### config.mk
export PLATFORM = sky130hd
export DESIGN_NAME = mmio_periph
export DESIGN_NICKNAME = d
export VERILOG_FILES = /design/src/rtl/mmio_periph.sv
export SDC_FILE = /design/constraint.sdc
export NUM_CORES = 1
export LEC_CHECK = 0
export BUFFER_PORTS_ARGS = -buffer_cell sky130_fd_sc_hd__buf_2
export CAP_MARGIN = 20
export CORE_MARGIN = 2
export CORE_UTILIZATION = 42
export CTS_CLUSTER_SIZE = 28
export DETAILED_ROUTE_END_ITERATION = 10
export PLACE_DENSITY = 0.69
export SYNTH_ARGS = -nofsm -noshare
export SYNTH_HDL_FRONTEND = slang
export SYNTH_SLANG_ARGS = --single-unit
### constraint.sdc
create_clock -name clk -period 5.35 [get_ports clk]
set_input_delay 0.535 -clock clk [delete_from_list [all_inputs] [get_ports clk]]
set_output_delay 0.535 -clock clk [all_outputs]
set_load 0.02 [all_outputs]
### src/rtl/mmio_periph.sv
// rtl/mmio_periph.sv - memory-mapped I/O responder: hex display, LEDs, buttons, optional timer
//
// Purpose:
//   Device end of the CPU io bus. Holds the SEG, LED and CTRL registers, scans an
//   8-digit multiplexed hex display, drives 16 LEDs, debounces 5 buttons into a
//   level register and a sticky press-event register. Reads are combinational,
//   writes commit on the rising clock edge.
//
// Optional feature macro:
//   IO_TIMER_EN - adds TCNT/TCMP/TSTAT tick timer with compare flag on irq_o.
//
// Ports:
//   clk, rst    - system clock, asynchronous active-high reset
//   io_ce_i     - bus access strobe
//   io_we_i     - 1 = write, 0 = read
//   io_addr_i   - byte address, bits [1:0] ignored
//   io_data_i   - write data
//   io_data_o   - combinational read data
//   seg_o       - segments {dp,g,f,e,d,c,b,a}, active-low
//   an_o        - digit selects, active-low
//   led_o       - LED drive
//   btn_i       - raw asynchronous buttons, active-high
//   irq_o       - timer match flag (0 without timer)

module mmio_periph #(
    parameter logic [15:0] SCAN_DIV   = 16'd50000,
    parameter logic [19:0] DEB_CYCLES = 20'd1000000,
    parameter logic [15:0] TICK_DIV   = 16'd50000
) (
    input  logic        clk,
    input  logic        rst,
    input  logic        io_ce_i,
    input  logic        io_we_i,
    input  logic [31:0] io_addr_i,
    input  logic [31:0] io_data_i,
    output logic [31:0] io_data_o,
    output logic [7:0]  seg_o,
    output logic [7:0]  an_o,
    output logic [15:0] led_o,
    input  logic [4:0]  btn_i,
    output logic        irq_o
);

    localparam logic [2:0] OFF_SEG   = 3'd0;
    localparam logic [2:0] OFF_LED   = 3'd1;
    localparam logic [2:0] OFF_CTRL  = 3'd2;
    localparam logic [2:0] OFF_BTN   = 3'd3;
    localparam logic [2:0] OFF_TCNT  = 3'd4;
    localparam logic [2:0] OFF_TCMP  = 3'd5;
    localparam logic [2:0] OFF_TSTAT = 3'd6;

    localparam logic [15:0] SCAN_LAST = SCAN_DIV - 16'd1;
    localparam logic [19:0] DEB_LAST  = DEB_CYCLES - 20'd1;

    // ------------------------------------------------------------------
    // Address decode
    // ------------------------------------------------------------------
    logic       hit;
    logic [2:0] offset;
    logic       wr_en;
    logic       rd_en;

    assign hit    = (io_addr_i[31:12] == 20'hFFFFF) && (io_addr_i[11:5] == 7'd0);
    assign offset = io_addr_i[4:2];
    assign wr_en  = io_ce_i & io_we_i & hit;
    assign rd_en  = io_ce_i & ~io_we_i & hit;

    // ------------------------------------------------------------------
    // State
    // ------------------------------------------------------------------
    logic [31:0] seg_q,  seg_d;
    logic [15:0] led_q,  led_d;
    logic [7:0]  ctrl_q, ctrl_d;
    logic [15:0] scan_pre_q, scan_pre_d;
    logic [2:0]  dig_idx_q,  dig_idx_d;
    logic [4:0]  sync1_q,  sync1_d;
    logic [4:0]  sync2_q,  sync2_d;
    logic [4:0]  stable_q, stable_d;
    logic [4:0]  evt_q,    evt_d;
    logic [19:0] deb_cnt_q [5];
    logic [19:0] deb_cnt_d [5];

    // ------------------------------------------------------------------
    // Register file writes
    // ------------------------------------------------------------------
    always_comb begin
        seg_d  = seg_q;
        led_d  = led_q;
        ctrl_d = ctrl_q;
        if (wr_en) begin
            case (offset)
                OFF_SEG:  seg_d  = io_data_i;
                OFF_LED:  led_d  = io_data_i[15:0];
                OFF_CTRL: ctrl_d = io_data_i[7:0];
                default:  ;
            endcase
        end
    end

    // ------------------------------------------------------------------
    // Display scan
    // ------------------------------------------------------------------
    always_comb begin
        scan_pre_d = scan_pre_q + 16'd1;
        dig_idx_d  = dig_idx_q;
        if (scan_pre_q == SCAN_LAST) begin
            scan_pre_d = 16'd0;
            dig_idx_d  = dig_idx_q + 3'd1;   // 7 wraps to 0 naturally
        end
    end

    logic [3:0] cur_nibble;
    logic [6:0] seg_pat;

    assign cur_nibble = seg_q[{dig_idx_q, 2'b00} +: 4];

    // Active-low gfedcba patterns for hex digits
    always_comb begin
        seg_pat = 7'h7F;
        case (cur_nibble)
            4'h0: seg_pat = 7'h40;
            4'h1: seg_pat = 7'h79;
            4'h2: seg_pat = 7'h24;
            4'h3: seg_pat = 7'h30;
            4'h4: seg_pat = 7'h19;
            4'h5: seg_pat = 7'h12;
            4'h6: seg_pat = 7'h02;
            4'h7: seg_pat = 7'h78;
            4'h8: seg_pat = 7'h00;
            4'h9: seg_pat = 7'h10;
            4'hA: seg_pat = 7'h08;
            4'hB: seg_pat = 7'h03;
            4'hC: seg_pat = 7'h46;
            4'hD: seg_pat = 7'h21;
            4'hE: seg_pat = 7'h06;
            4'hF: seg_pat = 7'h0E;
            default: seg_pat = 7'h7F;
        endcase
    end

    assign seg_o = {1'b1, seg_pat};
    assign an_o  = ctrl_q[dig_idx_q] ? ~(8'b1 << dig_idx_q) : 8'hFF;
    assign led_o = led_q;

    // ------------------------------------------------------------------
    // Button synchronizer, debounce and press events
    // ------------------------------------------------------------------
    // The counter only runs while the synchronized input disagrees with the
    // accepted level; any return to agreement throws the partial count away,
    // which is what filters glitches shorter than DEB_CYCLES.
    always_comb begin
        sync1_d  = btn_i;
        sync2_d  = sync1_q;
        stable_d = stable_q;
        evt_d    = evt_q;
        for (int i = 0; i < 5; i++) begin
            deb_cnt_d[i] = deb_cnt_q[i];
        end

        // Clear-on-read first so that a coincident press event overrides it
        if (rd_en && (offset == OFF_BTN)) begin
            evt_d = 5'd0;
        end

        for (int i = 0; i < 5; i++) begin
            if (sync2_q[i] == stable_q[i]) begin
                deb_cnt_d[i] = 20'd0;
            end else if (deb_cnt_q[i] == DEB_LAST) begin
                deb_cnt_d[i] = 20'd0;
                stable_d[i]  = sync2_q[i];
                if (sync2_q[i]) begin
                    evt_d[i] = 1'b1;
                end
            end else begin
                deb_cnt_d[i] = deb_cnt_q[i] + 20'd1;
            end
        end
    end

    // ------------------------------------------------------------------
    // Optional tick timer
    // ------------------------------------------------------------------
`ifdef IO_TIMER_EN
    localparam logic [15:0] TICK_LAST = TICK_DIV - 16'd1;

    logic [15:0] tpre_q,  tpre_d;
    logic [31:0] tcnt_q,  tcnt_d;
    logic [31:0] tcmp_q,  tcmp_d;
    logic        tstat_q, tstat_d;
    logic        tick;

    always_comb begin
        tpre_d  = tpre_q + 16'd1;
        tcnt_d  = tcnt_q;
        tcmp_d  = tcmp_q;
        tstat_d = tstat_q;
        tick    = 1'b0;

        if (tpre_q == TICK_LAST) begin
            tpre_d = 16'd0;
            tcnt_d = tcnt_q + 32'd1;
            tick   = 1'b1;
        end

        // A TCNT write takes priority over the increment and restarts the prescaler
        if (wr_en && (offset == OFF_TCNT)) begin
            tcnt_d = io_data_i;
            tpre_d = 16'd0;
            tick   = 1'b0;
        end
        if (wr_en && (offset == OFF_TCMP)) begin
            tcmp_d = io_data_i;
        end
        if (wr_en && (offset == OFF_TSTAT) && io_data_i[0]) begin
            tstat_d = 1'b0;
        end
        // Match set comes last so it beats a coincident clear
        if (tick && (tcnt_d == tcmp_q)) begin
            tstat_d = 1'b1;
        end
    end

    always_ff @(posedge clk or posedge rst) begin
        if (rst) begin
            tpre_q  <= 16'd0;
            tcnt_q  <= 32'd0;
            tcmp_q  <= 32'hFFFF_FFFF;
            tstat_q <= 1'b0;
        end else begin
            tpre_q  <= tpre_d;
            tcnt_q  <= tcnt_d;
            tcmp_q  <= tcmp_d;
            tstat_q <= tstat_d;
        end
    end

    assign irq_o = tstat_q;

    logic unused_bits;
    assign unused_bits = ^io_addr_i[1:0];
`else
    assign irq_o = 1'b0;

    logic unused_bits;
    assign unused_bits = ^{io_addr_i[1:0], TICK_DIV};
`endif

    // ------------------------------------------------------------------
    // Combinational read mux
    // ------------------------------------------------------------------
    always_comb begin
        io_data_o = 32'd0;
        if (hit) begin
            case (offset)
                OFF_SEG:   io_data_o = seg_q;
                OFF_LED:   io_data_o = {16'd0, led_q};
                OFF_CTRL:  io_data_o = {24'd0, ctrl_q};
                OFF_BTN:   io_data_o = {19'd0, evt_q, 3'd0, stable_q};
`ifdef IO_TIMER_EN
                OFF_TCNT:  io_data_o = tcnt_q;
                OFF_TCMP:  io_data_o = tcmp_q;
                OFF_TSTAT: io_data_o = {31'd0, tstat_q};
`endif
                default:   io_data_o = 32'd0;
            endcase
        end
    end

    // ------------------------------------------------------------------
    // State registers
    // ------------------------------------------------------------------
    always_ff @(posedge clk or posedge rst) begin
        if (rst) begin
            seg_q      <= 32'd0;
            led_q      <= 16'd0;
            ctrl_q     <= 8'hFF;
            scan_pre_q <= 16'd0;
            dig_idx_q  <= 3'd0;
            sync1_q    <= 5'd0;
            sync2_q    <= 5'd0;
            stable_q   <= 5'd0;
            evt_q      <= 5'd0;
            for (int i = 0; i < 5; i++) begin
                deb_cnt_q[i] <= 20'd0;
            end
        end else begin
            seg_q      <= seg_d;
            led_q      <= led_d;
            ctrl_q     <= ctrl_d;
            scan_pre_q <= scan_pre_d;
            dig_idx_q  <= dig_idx_d;
            sync1_q    <= sync1_d;
            sync2_q    <= sync2_d;
            stable_q   <= stable_d;
            evt_q      <= evt_d;
            for (int i = 0; i < 5; i++) begin
                deb_cnt_q[i] <= deb_cnt_d[i];
            end
        end
    end

endmodule

==> impl_metrics.csv <==
group,metric,value,unit
final_layout,n_fill_cell,2148,
timing,final-setup-viol-count,0,
drt,vias_per_cell,5.448,
final_layout,area_growth,14.95,%
floorplan,io_pins,138,
power_and_ir_drop,leakage,5.150,nW
placement,place_ws,1.968,ns
drt,wl,23.08,mm
yosys,synth_flop_cell,"dfrtp_1",
clock_network,cts_buffers,17,
timing,skew,0.009375,ns
clock_network,post_cts_buffers,0,
floorplan,core_area,23470,µm²
yosys,postSynthCellCount,932,
run_status,status,"completed",
yosys,synth_warnings,0,
final_layout,drive_gt1_frac,0.2627,
yosys,syn_area_per_cell,10.78,µm²
yosys,ys_seq_area_frac,0.4868,
worst_setup_path,r2r-start,"deb_cnt_q[75]$_DFF_PP0_",
timing,whs,0.1969,ns
timing,fmax,0.2753,GHz
clock_network,cts_buffer_depth,2,
worst_setup_path,r2r-end,"deb_cnt_q[62]$_DFF_PP0_",
clock_network,clkTransAtPathRegs,0.07,ns
worst_setup_path,start_kind,"register",
grt,grt_usage,0.1882,
floorplan,rows,56,
timing,setup_ws,1.717,ns
power_and_ir_drop,p_per_area,248.5,nW/µm²
drt,route.detailed.drc,0,
min_path,hold_path_startpoint,"btn_i[2]",
worst_setup_path,required,4.82,ns
min_path,hold_class,"in -> reg",
clock_network,cts_htree_levels,4,
worst_setup_path,path_cells,"mux4_2 -> mux2_2 -> inv_1 -> ha_1 -> inv_1 -> mux2i_1 -> a21o_1 -> buf_2",
yosys,synth-edff-count,0,
timing,setup_tns,0,ns
timing,rsz0062_at_grt,"false",
floorplan,dieArea,25170,µm²
worst_setup_path,cpLargestDelayFamily,"multiplexers",
final_layout,fin_util,0.4919,
min_path,whs_path_depth,1,
clock_network,tritoncts,"built",
yosys,synth-seq-cells,195,
yosys,synth_top_area_share,0.4659,
grt,grt_pass1_vias,7313,
timing,tightest_slew,1.058,ns
placement,io_buffers,133,
grt,grt_antenna_before_repair,3,
timing,period_needed,3.633,ns
clock_network,cts_resized,0,
worst_setup_path,crit_arrival,3.10,ns
grt,grt_overflow,0,
placement,gp_congestion,0.8409,
floorplan,die_w,158.6,µm
grt,grt_pass1_wl,36.92,mm
timing,hold_viol,0,
yosys,async_flop_share,1.000,
clock_network,clk_latency,0.44,ns
yosys,synth_cell_type_count,62,
clock_network,postCtsHoldBufs,0,
floorplan,die_height,158.6,µm
worst_setup_path,rr_worst_depth,4,
run,drv_cap,0,
power_and_ir_drop,finalPower,0.002869,W
worst_setup_path,path_common_cell,"inv_1",
final_layout,ff_latch_area,4890,µm²
final_layout,fin_nets,1141,
drt,drt-initial-drc-count,541,
power_and_ir_drop,vdd_drop_max,0.0001903,V
drt,post_drt_wl_per_cell,16.67,µm
worst_setup_path,rrSetupSlack,3.06,ns
drt,postRouteAntennaNets,0,
yosys,synth_area_leaders,"dfrtp_1 (47%), mux2_2 (7.0%), xor2_1 (3.7%)",
worst_setup_path,critPathSlowestCell,"dfrtp_1",
clock_network,root_buffer,"clkbuf_16",
timing,maxSlewViolCount,0,
clock_network,cts.sinks,195,
yosys,syn_nets,1024,
timing,fin_crit_sh,0.6790,
placement,dp_hpwl,16.25,mm
drt,drt_pre_antenna_iters,5,
worst_setup_path,cp_num_buf_inv,3,
worst_setup_path,path_class,"reg -> out",
worst_setup_path,slowest_delay,0.84,ns
worst_setup_path,crit_fanout,13,
drt,vias,7540,
yosys,netlist_area,10040,µm²
floorplan,start_util,0.4279,
min_path,min_to,"sync1_q[2]$_DFF_PP0_",
grt,grt_max_degree,196,
yosys,synth_area_leader_cell,"dfrtp_1",
final_layout,multi_input_area,4851,µm²
timing,max_slew_margin,0.2946,
worst_setup_path,endpoint_kind,"primary output",
## Yosys cell counts, drive strengths merged (24+ instances only)
cell type / number
a21oi: 42
and2: 28
buf: 24
dfrtp: 187
inv: 26
mux2: 63
nand2: 44
nand3: 32
nand4: 43
nor2: 95
o21ai: 32
or3: 28
xnor2: 32
xor2: 43
## worst max path at each step
stage / cells after the start / startpoint / endpoint
finish: 8 / dig_idx_q[0]$_DFFE_PP0N_ / seg_o[1]
global route: 8 / dig_idx_q[0]$_DFFE_PP0N_ / seg_o[1]
CTS: 8 / dig_idx_q[0]$_DFFE_PP0N_ / seg_o[1]
detailed placement: 6 / io_addr_i[11] / io_data_o[2]
global placement: 5 / dig_idx_q[0]$_DFFE_PP0N_ / seg_o[0]
floorplan: 1 / rst / deb_cnt_q[0]$_DFF_PP0_
## placed cells by master (no fill, tap or decap), types with 7 or more instances in the layout
| cell type | instances |
|---|---|
| dfrtp_1 | 187 |
| buf_2 | 133 |
| nor2_1 | 85 |
| mux2_2 | 62 |
| nand2_1 | 44 |
| xor2_1 | 43 |
| a21oi_1 | 42 |
| nand4_1 | 41 |
| nand3_1 | 32 |
| xnor2_1 | 32 |
| o21ai_0 | 30 |
| or3_1 | 27 |
| and2_1 | 27 |
| inv_1 | 25 |
| and4_1 | 19 |
| ha_1 | 19 |
| mux2i_1 | 18 |
| clkbuf_16 | 17 |
| and3_1 | 13 |
| a22oi_1 | 13 |
| nor3_1 | 11 |
| mux4_2 | 10 |
| nor4_1 | 10 |
| nor2_2 | 10 |
| dfstp_2 | 8 |
| a31oi_1 | 7 |
## layer usage
| metal | vias to the layer above | wire, µm | part of all wire | global-route usage |
|---|---|---|---|---|
| li1 | 3597 | - | - | - |
| met1 | 3750 | 10560 | 0.46 | 0.2549 |
| met2 | 172 | 11110 | 0.48 | 0.3074 |
| met3 | 21 | 1052 | 0.046 | 0.03729 |
| met4 | 0 | 355 | 0.015 | 0.05491 |
| met5 | - | 0 | 0 | 0 |
## flip-flops by register name (all words and copies together) (netlist names), 5 cells and up
signal / count
seg_q: 32
scan_pre_q: 16
sync1_q: 5
stable_q: 5
ctrl_q: 8
evt_q: 5
deb_cnt_q: 100
sync2_q: 5
led_o: 16
## power breakdown
part           leakage (nW)  switching (W)  total [W]  internal, W
sequential             2.65      0.0000114    0.00150      0.00149
combinational          2.24      0.0000754   0.000112    0.0000370
clock                 0.268       0.000602    0.00126     0.000657
total                  5.15       0.000689    0.00287      0.00218
## stage by stage
step,cells,instance area [µm²]
3_5_place_dp,1349,10960
5_1_grt,1384,11550
3_3_place_gp,1348,10950
6_report,1384,11550
2_1_floorplan,932,10050
4_1_cts,1381,11540
## layout make-up
type | instances | area share
clock inverter | 14 | 0.01290
tap | 319 | 0.03457
antenna | 3 | 0.0006502
multi-input combinational | 670 | 0.4201
clock buffer | 18 | 0.03717
inverter | 27 | 0.009103
timing repair buffer | 138 | 0.06199
sequential | 195 | 0.4235
## worst register-to-register path, delay by kind of cell, from the launching register on
| family | cells | cell delay [ns] |
|---|---|---|
| flops | 1 | 0.44 |
| simple gates | 3 | 1.19 |
| compound gates | 1 | 0.54 |
## cells by family (layout without fill, tap and decap cells)
| logic type | Yosys count | after routing | synth area share |
|---|---|---|---|
| flops | 195 | 195 | 0.4868 |
| compound gates | 116 | 116 | 0.07412 |
| simple gates | 367 | 367 | 0.2080 |
| other cells | 2 | 5 | 0.0007477 |
| buf+inv | 67 | 197 | 0.03027 |
| fa+ha+maj | 19 | 19 | 0.02367 |
| xor+xnor | 75 | 75 | 0.06540 |
| mux | 91 | 91 | 0.1110 |
Note: power is estimated with default switching activity, not from simulation.
